### src/rtl/decode_2_4_hold_seq_pkg.sv
// Shared definitions for the 2-to-4 hold sequencer: state encoding and a reusable one-hot decode.
package decode_2_4_hold_seq_pkg;

    localparam int unsigned SEL_W = 2;
    localparam int unsigned ONEHOT_W = 4;

    typedef enum logic [1:0] {
        ST_IDLE = 2'd0,
        ST_HOLD = 2'd1,
        ST_GAP  = 2'd2
    } state_t;

    // 2-to-4 one-hot decode; a low enable forces zero even when sel is unknown.
    function automatic logic [ONEHOT_W-1:0] dec_2_4(input logic [SEL_W-1:0] sel, input logic en);
        logic [ONEHOT_W-1:0] res;
        res[0] = en & ~sel[1] & ~sel[0];
        res[1] = en & ~sel[1] &  sel[0];
        res[2] = en &  sel[1] & ~sel[0];
        res[3] = en &  sel[1] &  sel[0];
        return res;
    endfunction

endpackage

### src/rtl/decode_2_4_df.sv
// Combinational dataflow 2-to-4 decoder with enable.
module decode_2_4_df
    import decode_2_4_hold_seq_pkg::*;
(
    input  logic                en,
    input  logic [SEL_W-1:0]    sel,
    output logic [ONEHOT_W-1:0] dec
);

    // Enable is ANDed into every term, so an unknown sel with en=0 still yields zero.
    assign dec[0] = en & ~sel[1] & ~sel[0];
    assign dec[1] = en & ~sel[1] &  sel[0];
    assign dec[2] = en &  sel[1] & ~sel[0];
    assign dec[3] = en &  sel[1] &  sel[0];

endmodule

### src/rtl/decode_2_4_hold_seq.sv
// Accepts an encoder {V,Y} code, holds a registered one-hot select for HOLD_CYCLES,
// then enforces GAP_CYCLES of dead time before the next code.
module decode_2_4_hold_seq
    import decode_2_4_hold_seq_pkg::*;
#(
    parameter int unsigned HOLD_CYCLES = 4,
    parameter int unsigned GAP_CYCLES  = 1,
    parameter int unsigned CNT_W       = 8
) (
    input  logic                clk,
    input  logic                rst_n,
    input  logic [SEL_W-1:0]    Y,
    input  logic                V,
    input  logic                CLR,
    output logic                RDY,
    output logic [ONEHOT_W-1:0] D,
    output logic                BUSY,
    output logic                DONE,
    output logic                OVF
);

    state_t              state;
    logic [CNT_W-1:0]    cnt;
    logic [ONEHOT_W-1:0] dec;

    decode_2_4_df u_dec (
        .en  (V),
        .sel (Y),
        .dec (dec)
    );

    // Handshake flags come straight from the state register, never from inputs.
    assign RDY  = (state == ST_IDLE);
    assign BUSY = ~RDY;

    always_ff @(posedge clk or negedge rst_n) begin
        if (!rst_n) begin
            state <= ST_IDLE;
            cnt   <= '0;
            D     <= '0;
            DONE  <= 1'b0;
            OVF   <= 1'b0;
        end else begin
            DONE <= 1'b0;

            // A code offered while busy is lost; the set term wins over CLR.
            if (V && !RDY) begin
                OVF <= 1'b1;
            end else if (CLR) begin
                OVF <= 1'b0;
            end

            unique case (state)
                ST_IDLE: begin
                    if (V) begin
                        D     <= dec;
                        cnt   <= CNT_W'(HOLD_CYCLES - 1);
                        state <= ST_HOLD;
                    end else begin
                        D <= '0;
                    end
                end
                ST_HOLD: begin
                    if (cnt != '0) begin
                        cnt <= cnt - CNT_W'(1);
                    end else begin
                        D    <= '0;
                        DONE <= 1'b1;
                        if (GAP_CYCLES > 0) begin
                            cnt   <= CNT_W'(GAP_CYCLES - 1);
                            state <= ST_GAP;
                        end else begin
                            state <= ST_IDLE;
                        end
                    end
                end
                ST_GAP: begin
                    D <= '0;
                    if (cnt == '0) begin
                        state <= ST_IDLE;
                    end else begin
                        cnt <= cnt - CNT_W'(1);
                    end
                end
                default: begin
                    D     <= '0;
                    cnt   <= '0;
                    state <= ST_IDLE;
                end
            endcase
        end
    end

endmodule
### config.mk
export PLATFORM = sky130hd
export DESIGN_NAME = decode_2_4_hold_seq
export DESIGN_NICKNAME = d
export VERILOG_FILES = /design/src/rtl/decode_2_4_hold_seq_pkg.sv /design/src/rtl/decode_2_4_df.sv /design/src/rtl/decode_2_4_hold_seq.sv
export SDC_FILE = /design/constraint.sdc
export NUM_CORES = 1
export LEC_CHECK = 0
export CAP_MARGIN = 20
export CORE_UTILIZATION = 45
export DETAILED_ROUTE_END_ITERATION = 8
export PLACE_DENSITY = 0.82
export SYNTH_ARGS = -nofsm -noshare
export SYNTH_HDL_FRONTEND = slang
export SYNTH_SLANG_ARGS = --single-unit
export TNS_END_PERCENT = 30
### constraint.sdc
create_clock -name clk -period 1.95 [get_ports clk]
set_clock_uncertainty 0.05 [all_clocks]
set_input_delay 0.2925 -clock clk [delete_from_list [all_inputs] [get_ports clk]]
set_output_delay 0.2925 -clock clk [all_outputs]
set_load 0.02 [all_outputs]
# --- Word level (Yosys, flattened, before mapping) ---
# Cells that the tools add are included.
# Widths: inputs -> output; s select.
totals:
  input_bits: 6
  register_bits: 16
classes:
  eq_ne: 6
  bitwise: 9
  n_reduce_logical: 8
  mux: 15
  n_addsub: 1
op_table:
  columns: ["operator", "count"]
  rows:
  - ["$mux 8", 3]
  - ["$pmux 8 s3", 1]
  - ["$logic_not 8->1", 1]
  - ["$mux 4", 2]
  - ["$ne 2x2->1 const B", 4]
  - ["$pmux 4 s2", 1]
  - ["$reduce_bool 8->1", 1]
  - ["$sub 8x1->8 const B", 1]
  - ["$and 1x1->1", 6]
  - ["$mux 2", 3]
  - ["$pmux 2 s3", 1]
  - ["$mux 1", 4]
  - ["$not 1->1", 3]
  - ["$reduce_and 3->1", 1]
  - ["$eq 2x1->1 const B", 1]
  - ["$eq 2x2->1 const B", 1]
  - ["$logic_not 2->1", 1]
  - ["$reduce_and 2->1", 1]
  - ["$reduce_bool 2->1", 1]
  - ["$logic_and 1x1->1", 1]
  - ["$logic_not 1->1", 1]

# --- Logic depth before layout (Yosys ltp) ---
# Gate-level depths: netlist of the first run.
logic_depth:
  word_depth: 5
  ltp_mapped: 8

# --- By module ---
# A second synthesis of the first run with hierarchy kept.
unflattened:
  cells_unflattened: 100
  area_unflattened_um2: 958.4
by_module_without_submodules:
  columns: ["module", "cells_per_inst", "seq_area_each_um2", "area_each_um2", "instances"]
  rows:
  - ["decode_2_4_hold_seq", 96, 400.4, 920.9, 1]
  - ["decode_2_4_df", 4, 0.0, 37.5, 1]

# --- Least setup slack after synthesis of the first run ---
# OpenSTA, ideal clock, no wires.
synth_timing:
  path_type: "register to register"
  startpoint: "register cnt[0]"
  endpoint: "register cnt[1]"
  t_arrival_ps: 1633
  stages_incl_launch_ff: 9
  path_buffers: 1
  slack_ps: 134
  setup_time_ps: 133
  required_time_ps: 1767
  path_cell_list: "dfrtp_1 inv_1 ha_1 nor3b_1 and2_1 buf_4 nor2_2 a221oi_2 o32ai_1"
synth_via:
  elab_chain_cells: 3
  elab_cells_between_ends: 8
  classes_between: "add/sub (1); eq/ne (1); mux (3); reduce/logical (3)"
synth_lines:
  columns: ["element", "line_no", "rtl"]
  rows:
  - ["from (decl)", "decode_2_4_hold_seq.sv:23", "logic [CNT_W-1:0] cnt;"]
  - ["from (signal assigned)", "decode_2_4_hold_seq.sv:57", "cnt <= CNT_W'(HOLD_CYCLES - 1);"]
  - ["from (signal assigned)", "decode_2_4_hold_seq.sv:65", "cnt <= cnt - CNT_W'(1);"]
  - ["from (signal assigned)", "decode_2_4_hold_seq.sv:70", "cnt <= CNT_W'(GAP_CYCLES - 1);"]
  - ["$sub 8x1->8, or another cell as far along", "decode_2_4_hold_seq.sv:65, decode_2_4_hold_seq.sv:82", null]
  - ["$mux 8, or another cell as far along", "decode_2_4_hold_seq.sv:79", "if (cnt == '0) begin"]
  - ["$pmux 8 s3 or $reduce_and 2->1 (tied branches)", null, null]
# Several ways; a longest one is shown, not always the timed one. The select of a mux whose other input is x is not followed.
# A chain may end at the register's enable or synchronous reset.

# --- Worst setup path after layout of the first run ---
# Ends and elaborated chain as after synthesis.

==> results of run 1 <==
## critical path: cells and delay by family (launching register included)
kind / cells / cell delay (ns)
and+or+nand+nor: 2 / 0.33
adders and majority gates: 1 / 0.20
AOI/OAI and AO/OA: 2 / 0.38
buffers and inverters: 3 / 0.39
DFF: 1 / 0.35
## layout make-up
type	count	area share (%)
inverters	7	2.431
multi-input cells	56	36.23
well taps	25	2.894
clock buffers	4	3.356
flip-flops and latches	16	37.04
repair buffers	21	18.06
## cells by family (layout without fill, tap and decap cells)
group / after synthesis / count (layout) / synth area share (%)
compound gates: 16 / 16 / 15.15
xor+xnor: 6 / 6 / 6.364
fa+ha+maj: 2 / 2 / 3.030
buf+inv: 8 / 32 / 4.092
flops: 16 / 16 / 48.48
simple gates: 32 / 32 / 22.88
## worst max path at each step
stage / start / to / slack [ns] / cells past startpoint
2_1_floorplan: cnt[0]$_DFFE_PN0P_ / cnt[1]$_DFFE_PN0P_ / 0.13 / 8
3_3_place_gp: V / cnt[7]$_DFFE_PN0P_ / 0.14 / 6
3_5_place_dp: V / cnt[7]$_DFFE_PN0P_ / 0.07 / 6
4_1_cts: state[1]$_DFFE_PN0P_ / RDY / 0.01 / 2
5_1_grt: cnt[0]$_DFFE_PN0P_ / cnt[4]$_DFFE_PN0P_ / 0.001 / 9
6_report: cnt[0]$_DFFE_PN0P_ / cnt[1]$_DFFE_PN0P_ / 0.13 / 8
## stage by stage
step | instance area [sq um] | total power [W]
6_report | 1081 | 0.001810
5_1_grt | 1081 | 0.001972
4_1_cts | 1076 | 0.001829
3_5_place_dp | 1040 | 0.001602
3_3_place_gp | 1040 | 0.001571
2_1_floorplan | 825.8 | 0.001248
## power by group
group          leakage, nW  internal [W]  total (W)  switching [W]
combinational        0.284      0.000473    0.00101       0.000541
sequential           0.209      0.000456   0.000579       0.000123
clock               0.0210      0.000113   0.000218       0.000104
total                0.514       0.00104    0.00181       0.000768
## Yosys cell counts, drive strengths merged, types with 2 or more instances
library cell / n
nor4: 2
nor2: 16
nand3: 2
o31ai: 2
xnor2: 2
a22o: 3
xor2: 4
o32ai: 2
a21oi: 4
nand2: 7
dfrtp: 16
inv: 7
ha: 2
## state kept, by name, indices dropped and copies added, names as in the netlist
register and flops:
DONE 1, OVF 1, cnt 8, state 2
D 4
## layer usage
layer / routed length [microns] / vias to the layer above
met3: 74 / 0
met4: 0 / 0
met1: 724 / 302
met5: 0 / -
li1: - / 325
met2: 812 / 14
## placed cells by master, fill, tap and decap left out, drive strengths merged
master         synthesis  final
dfrtp                 16     16
nor2                  16     16
clkdlybuf4s50          0     11
buf                    1      8
inv                    7      7
nand2                  7      7
a21oi                  4      4
xor2                   4      4
clkbuf                 0      4
a22o                   3      3
nor4                   2      2
xnor2                  2      2
o32ai                  2      2
o31ai                  2      2
ha                     2      2
dlymetal6s2s           0      2
nand3                  2      2
nor3b                  1      1
and2                   1      1
nor2b                  1      1
nor3                   1      1
a311oi                 1      1
a221oi                 1      1
a21o                   1      1
or4                    1      1
a32o                   1      1
o21ai                  1      1
## timing repair
item / 4_1_cts / 5_1_grt
resized for setup: 0 / 2
hold endpoints to repair: 0 / 0
endpoints found under the setup margin: 0 / 2
==> flow_summary.toml, run 1 <==
[layout]
num_antenna_cells = 0
area_delta_synth_final_pct = 30.91
drive_above_1_share_pct = 18.27
fill_cells = 144
finish.utilization_pct = 62.61
layout.nets = 113
multiInputGateArea_sq_um = 391.6
regArea_sq_um = 400.4
post_layout_nonfiller_instances = 129

[logic_synthesis]
synth_area_leader_cell = "dfrtp_1"
netlist_area_sq_um = 825.8
syn_area_per_cell_sq_um = 10.32
syn_nets = 88
synthFlopType = "dfrtp_1"
syn_inst = 80
ys_seq_area_share_pct = 48.48
synthArstFlopShare_pct = 100.0
ys_ff_latch = 16
synth_cell_types = 27
yosys_warnings = 0
synthTopCellsByArea = "dfrtp_1 48%, nor2_1 5.9%, nor4_4 5.2%"
synth-edff-count = 0
yosysTopAreaCellShare_pct = 48.48

[placement]
port_buffers = 13
gp_congestion = 0.7885
post-place-cells = 125
dp_hpwl_mm = 1.233
post-place-ws_ns = 0.07272

[power_and_ir_drop]
p_leak_nw = 0.5139
vdd_drop_max_mv = 0.9265
powerDensity_nw_per_um2 = 1674

[global_route]
grt_pass1_wl_mm = 2.801
grt-busiest-layer = "met2"
grt_overflow = 0
gr-usage-met3_pct = 7.600
grt_pass1_vias = 649
grt_use_met1_pct = 22.45
grt_max_degree = 17
met2_usage_pct = 34.71
antenna_found_initial = 0
grtUsageTotal_pct = 19.46

[clock_tree]
hold_buffers = 0
cts_made_buffers = 3
cts_setup_buffers = 0
clk_latency_ns = 0.28
cts_tree = "built"
clkTransAtPathRegs_ns = 0.10
cts_root_buffer = "clkbuf_4"
cts.path.max_buffers = 2
cts-htree-levels = 1
clkSinkCount = 16

[floorplanning]
initial_core_util_pct = 47.83
dieArea_sq_um = 2010
core_area_sq_um = 1727
rows = 15
ios = 14
die_w_microns = 44.84
die_y_microns = 44.84

[setup_path]
slowest_delay_ns = 0.35
critPathLaunchType = "flip-flop"
crit_fanout = 5
path_cells = "inv_1 > ha_1 > nor3b_1 > buf_4 > and2_1 > buf_4 > a221oi_2 > o32ai_1"
cp.required_ns = 2.06
cp_data_arrival_time_ns = 1.94
critPathSlowestCell = "dfrtp_1"
timing.rr.end = "cnt[1]$_DFFE_PN0P_"
crit_top_cell = "buf_4"
timing.rr.start = "cnt[0]$_DFFE_PN0P_"
r2r_slack_ns = 0.13
worst-r2r-cell-count = 8
critPathCaptureType = "flip-flop"
critPathKind = "flip-flop to flip-flop"

[timing]
finalHoldViolCount = 0
setup_ws_ns = 0.1266
maxSlewHeadroom_pct = 67.72
setup_violations = 0
max_freq_mhz = 548.4
fin_crit_ns = 1.823
period_share_pct = 93.51
whs_ns = 0.2745
rsz0062_at_grt = "false"
worstMarginPinSlew_ns = 0.4804
tns_ns = 0
slew_viol_final = 0

[route]
drc_errors = 0
drt_iter0_markers = 3
dr.pass1.iters = 4
wire_per_inst_microns = 12.49
drtAntennaViolNets = 0
wirelength_mm = 1.611
vias = 641
via_per_inst = 4.969

[status]
status = "complete, no violations"

[run]
drv_cap = 0

[hold_path]
hold_class = "input port to asynchronous set/reset pin"
(Power assumes the default switching activity.)
==> run 2, diff against run 1 <==
- HOLD_SLACK_MARGIN: default -> 0.02
==> results of run 2 <==
Same layout as run 1: the final DEF is identical, and so are final timing and power.
==> run 3, diff against run 2 <==
- CTS_BUF_LIST: default -> sky130_fd_sc_hd__clkbuf_16
- CTS_CLUSTER_SIZE: default -> 40
==> run 3 against run 2 <==
Clock power rose by 83%. Sequential power increased by 1%. Sequential cell count is the same. Die area stayed put. Utilization increased by 2.5 points. Combinational power barely moved. Maximum frequency is 1.1% lower.
==> flow_summary.toml, run 3 (synthesis results as in run 1) <==
[clock_tree]
clk_latency_ns = 0.25
cts_made_buffers = 3
clkTransAtPathRegs_ns = 0.05
clkSinkCount = 16
hold_buffers = 0
cts-htree-levels = 1
cts.path.max_buffers = 2
cts_tree = "built"
cts_root_buffer = "clkbuf_16"

[floorplanning]
dieArea_sq_um = 2010
rows = 15
die_w_microns = 44.84
ios = 14
core_area_sq_um = 1727
die_y_microns = 44.84
initial_core_util_pct = 47.83

[layout]
regArea_sq_um = 400.4
multiInputGateArea_sq_um = 394.1
layout.nets = 113
num_antenna_cells = 0
layout_commonest_cell = "dfrtp_1"
area_delta_synth_final_pct = 36.06
reg_top3 = "cnt (8), D (4), state (2)"
top_register = "cnt"
largest_reg_flops = 8
fill_cells = 137
drive_above_1_share_pct = 18.27
layout_common_cells = "16 x dfrtp_1, 12 x nor2_1, 12 x clkdlybuf4s50_1"

[setup_path]
cp.required_ns = 1.61
cp_data_arrival_time_ns = 1.50
r2r_slack_ns = 0.14
worst-r2r-cell-count = 8
critPathKind = "flip-flop to primary output"
critPathCaptureType = "primary output"
crit_fanout = 6
timing.rr.start = "cnt[0]$_DFFE_PN0P_"
timing.rr.end = "cnt[1]$_DFFE_PN0P_"
critPathLaunchType = "flip-flop"

[route]
drc_errors = 0
drt_iter0_markers = 2
drtAntennaViolNets = 0
wire_per_inst_microns = 12.74
dr.pass1.iters = 2
vias = 648
wirelength_mm = 1.643
via_per_inst = 5.023

[power_and_ir_drop]
vdd_drop_max_mv = 1.227
p_comb_share_pct = 50.9
power_frac_clock_pct = 19.9
seq_power_share_pct = 29.2
powerDensity_nw_per_um2 = 1784
swShare_pct = 39.80
p_leak_nw = 0.5242
p_switching_w = 0.0007978
p_int_w = 0.001207
finalPower_w = 0.002005

[timing]
maxSlewHeadroom_pct = 67.74
setup_violations = 0
worstMarginPinSlew_ns = 0.4802
period_share_pct = 94.51
finalHoldViolCount = 0
rsz0062_at_grt = "false"
setup_ws_ns = 0.1071
slew_viol_final = 0
fin_crit_ns = 1.843
max_freq_mhz = 542.6
tns_ns = 0

[status]
status = "complete, no violations"

[hold_path]
hold_class = "input port to asynchronous set/reset pin"

[global_route]
grt_pass1_vias = 669
antenna_found_initial = 0
grt_overflow = 0
grt_use_met1_pct = 23.72
grt_max_degree = 17
met2_usage_pct = 35.59
grt-busiest-layer = "met2"
gr-usage-met3_pct = 6.400
grtUsageTotal_pct = 20.81
grt_pass1_wl_mm = 2.911

[run]
drv_cap = 0

[placement]
post-place-ws_ns = 0.07272
dp_hpwl_mm = 1.233
port_buffers = 13
gp_congestion = 0.7885
-- run 3: cell count changes in the layout (fill, tap and decap cells not counted) --
cell,delta
clkbuf_8,-1
clkinv_1,+1
clkbuf_16,+3
clkdlybuf4s50_1,+1
clkbuf_4,-3
nor2_1,-1
dlymetal6s2s_1,-1
nor2_2,+1
-- run 3: repair_timing --
action	in CTS	in global routing
endpoints found under the setup margin	0	2
resized for setup	0	2
setup buffers	0	0
-- run 3: layout make-up --
class	count	area share, %
tap	25	2.784
inverter	7	2.339
clock inverter	1	0.3341
clock buffer	3	6.682
multi-input combinational	56	35.08
sequential	16	35.63
timing repair buffer	21	17.15
-- run 3: routing by layer --
layer	part of all wire, %	wire (microns)
met5	0	0
met3	3.8	62
met4	1.7	28
met2	50	824
met1	44	727
-- run 3: how the worst max path moves through the flow --
| stage | from | endpoint | slack [ns] | depth (start not counted) |
|---|---|---|---|---|
| global route | cnt[0]$_DFFE_PN0P_ | cnt[7]$_DFFE_PN0P_ | 0.02 | 8 |
| CTS | state[1]$_DFFE_PN0P_ | RDY | 0.03 | 2 |
| detailed placement | V | cnt[7]$_DFFE_PN0P_ | 0.07 | 6 |
| floorplan | cnt[0]$_DFFE_PN0P_ | cnt[1]$_DFFE_PN0P_ | 0.13 | 8 |
| finish | state[1]$_DFFE_PN0P_ | BUSY | 0.11 | 3 |
| global placement | V | cnt[7]$_DFFE_PN0P_ | 0.14 | 6 |
-- run 3: per-stage QoR --
step / utilization [%] / cells / hold WS, ns / area (sq um)
floorplan: - / 80 / -0.05309 / 825.8
global placement: 60.22 / 125 / 0.4204 / 1040
detailed placement: 60.22 / 125 / 0.4272 / 1040
CTS: 64.78 / 129 / 0.3237 / 1119
global route: 65.07 / 129 / 0.3470 / 1124
finish: 65.07 / 129 / 0.3175 / 1124
-- run 3: critical path: stages, from the launching register on --
cell and delay, ns:
dfrtp_1 0.46, nor2_2 0.18, inv_1 0.07, clkdlybuf4s50_1 0.54
-- run 3: power by group through the flow --
stage	Combinational (W)	Clock [W]	Sequential (W)
2_1_floorplan	0.000623	0	0.000625
3_3_place_gp	0.000993	0	0.000578
3_5_place_dp	0.00102	0	0.000585
4_1_cts	0.00103	0.000412	0.000582
5_1_grt	0.00113	0.000429	0.000607
6_report	0.00102	0.000399	0.000585
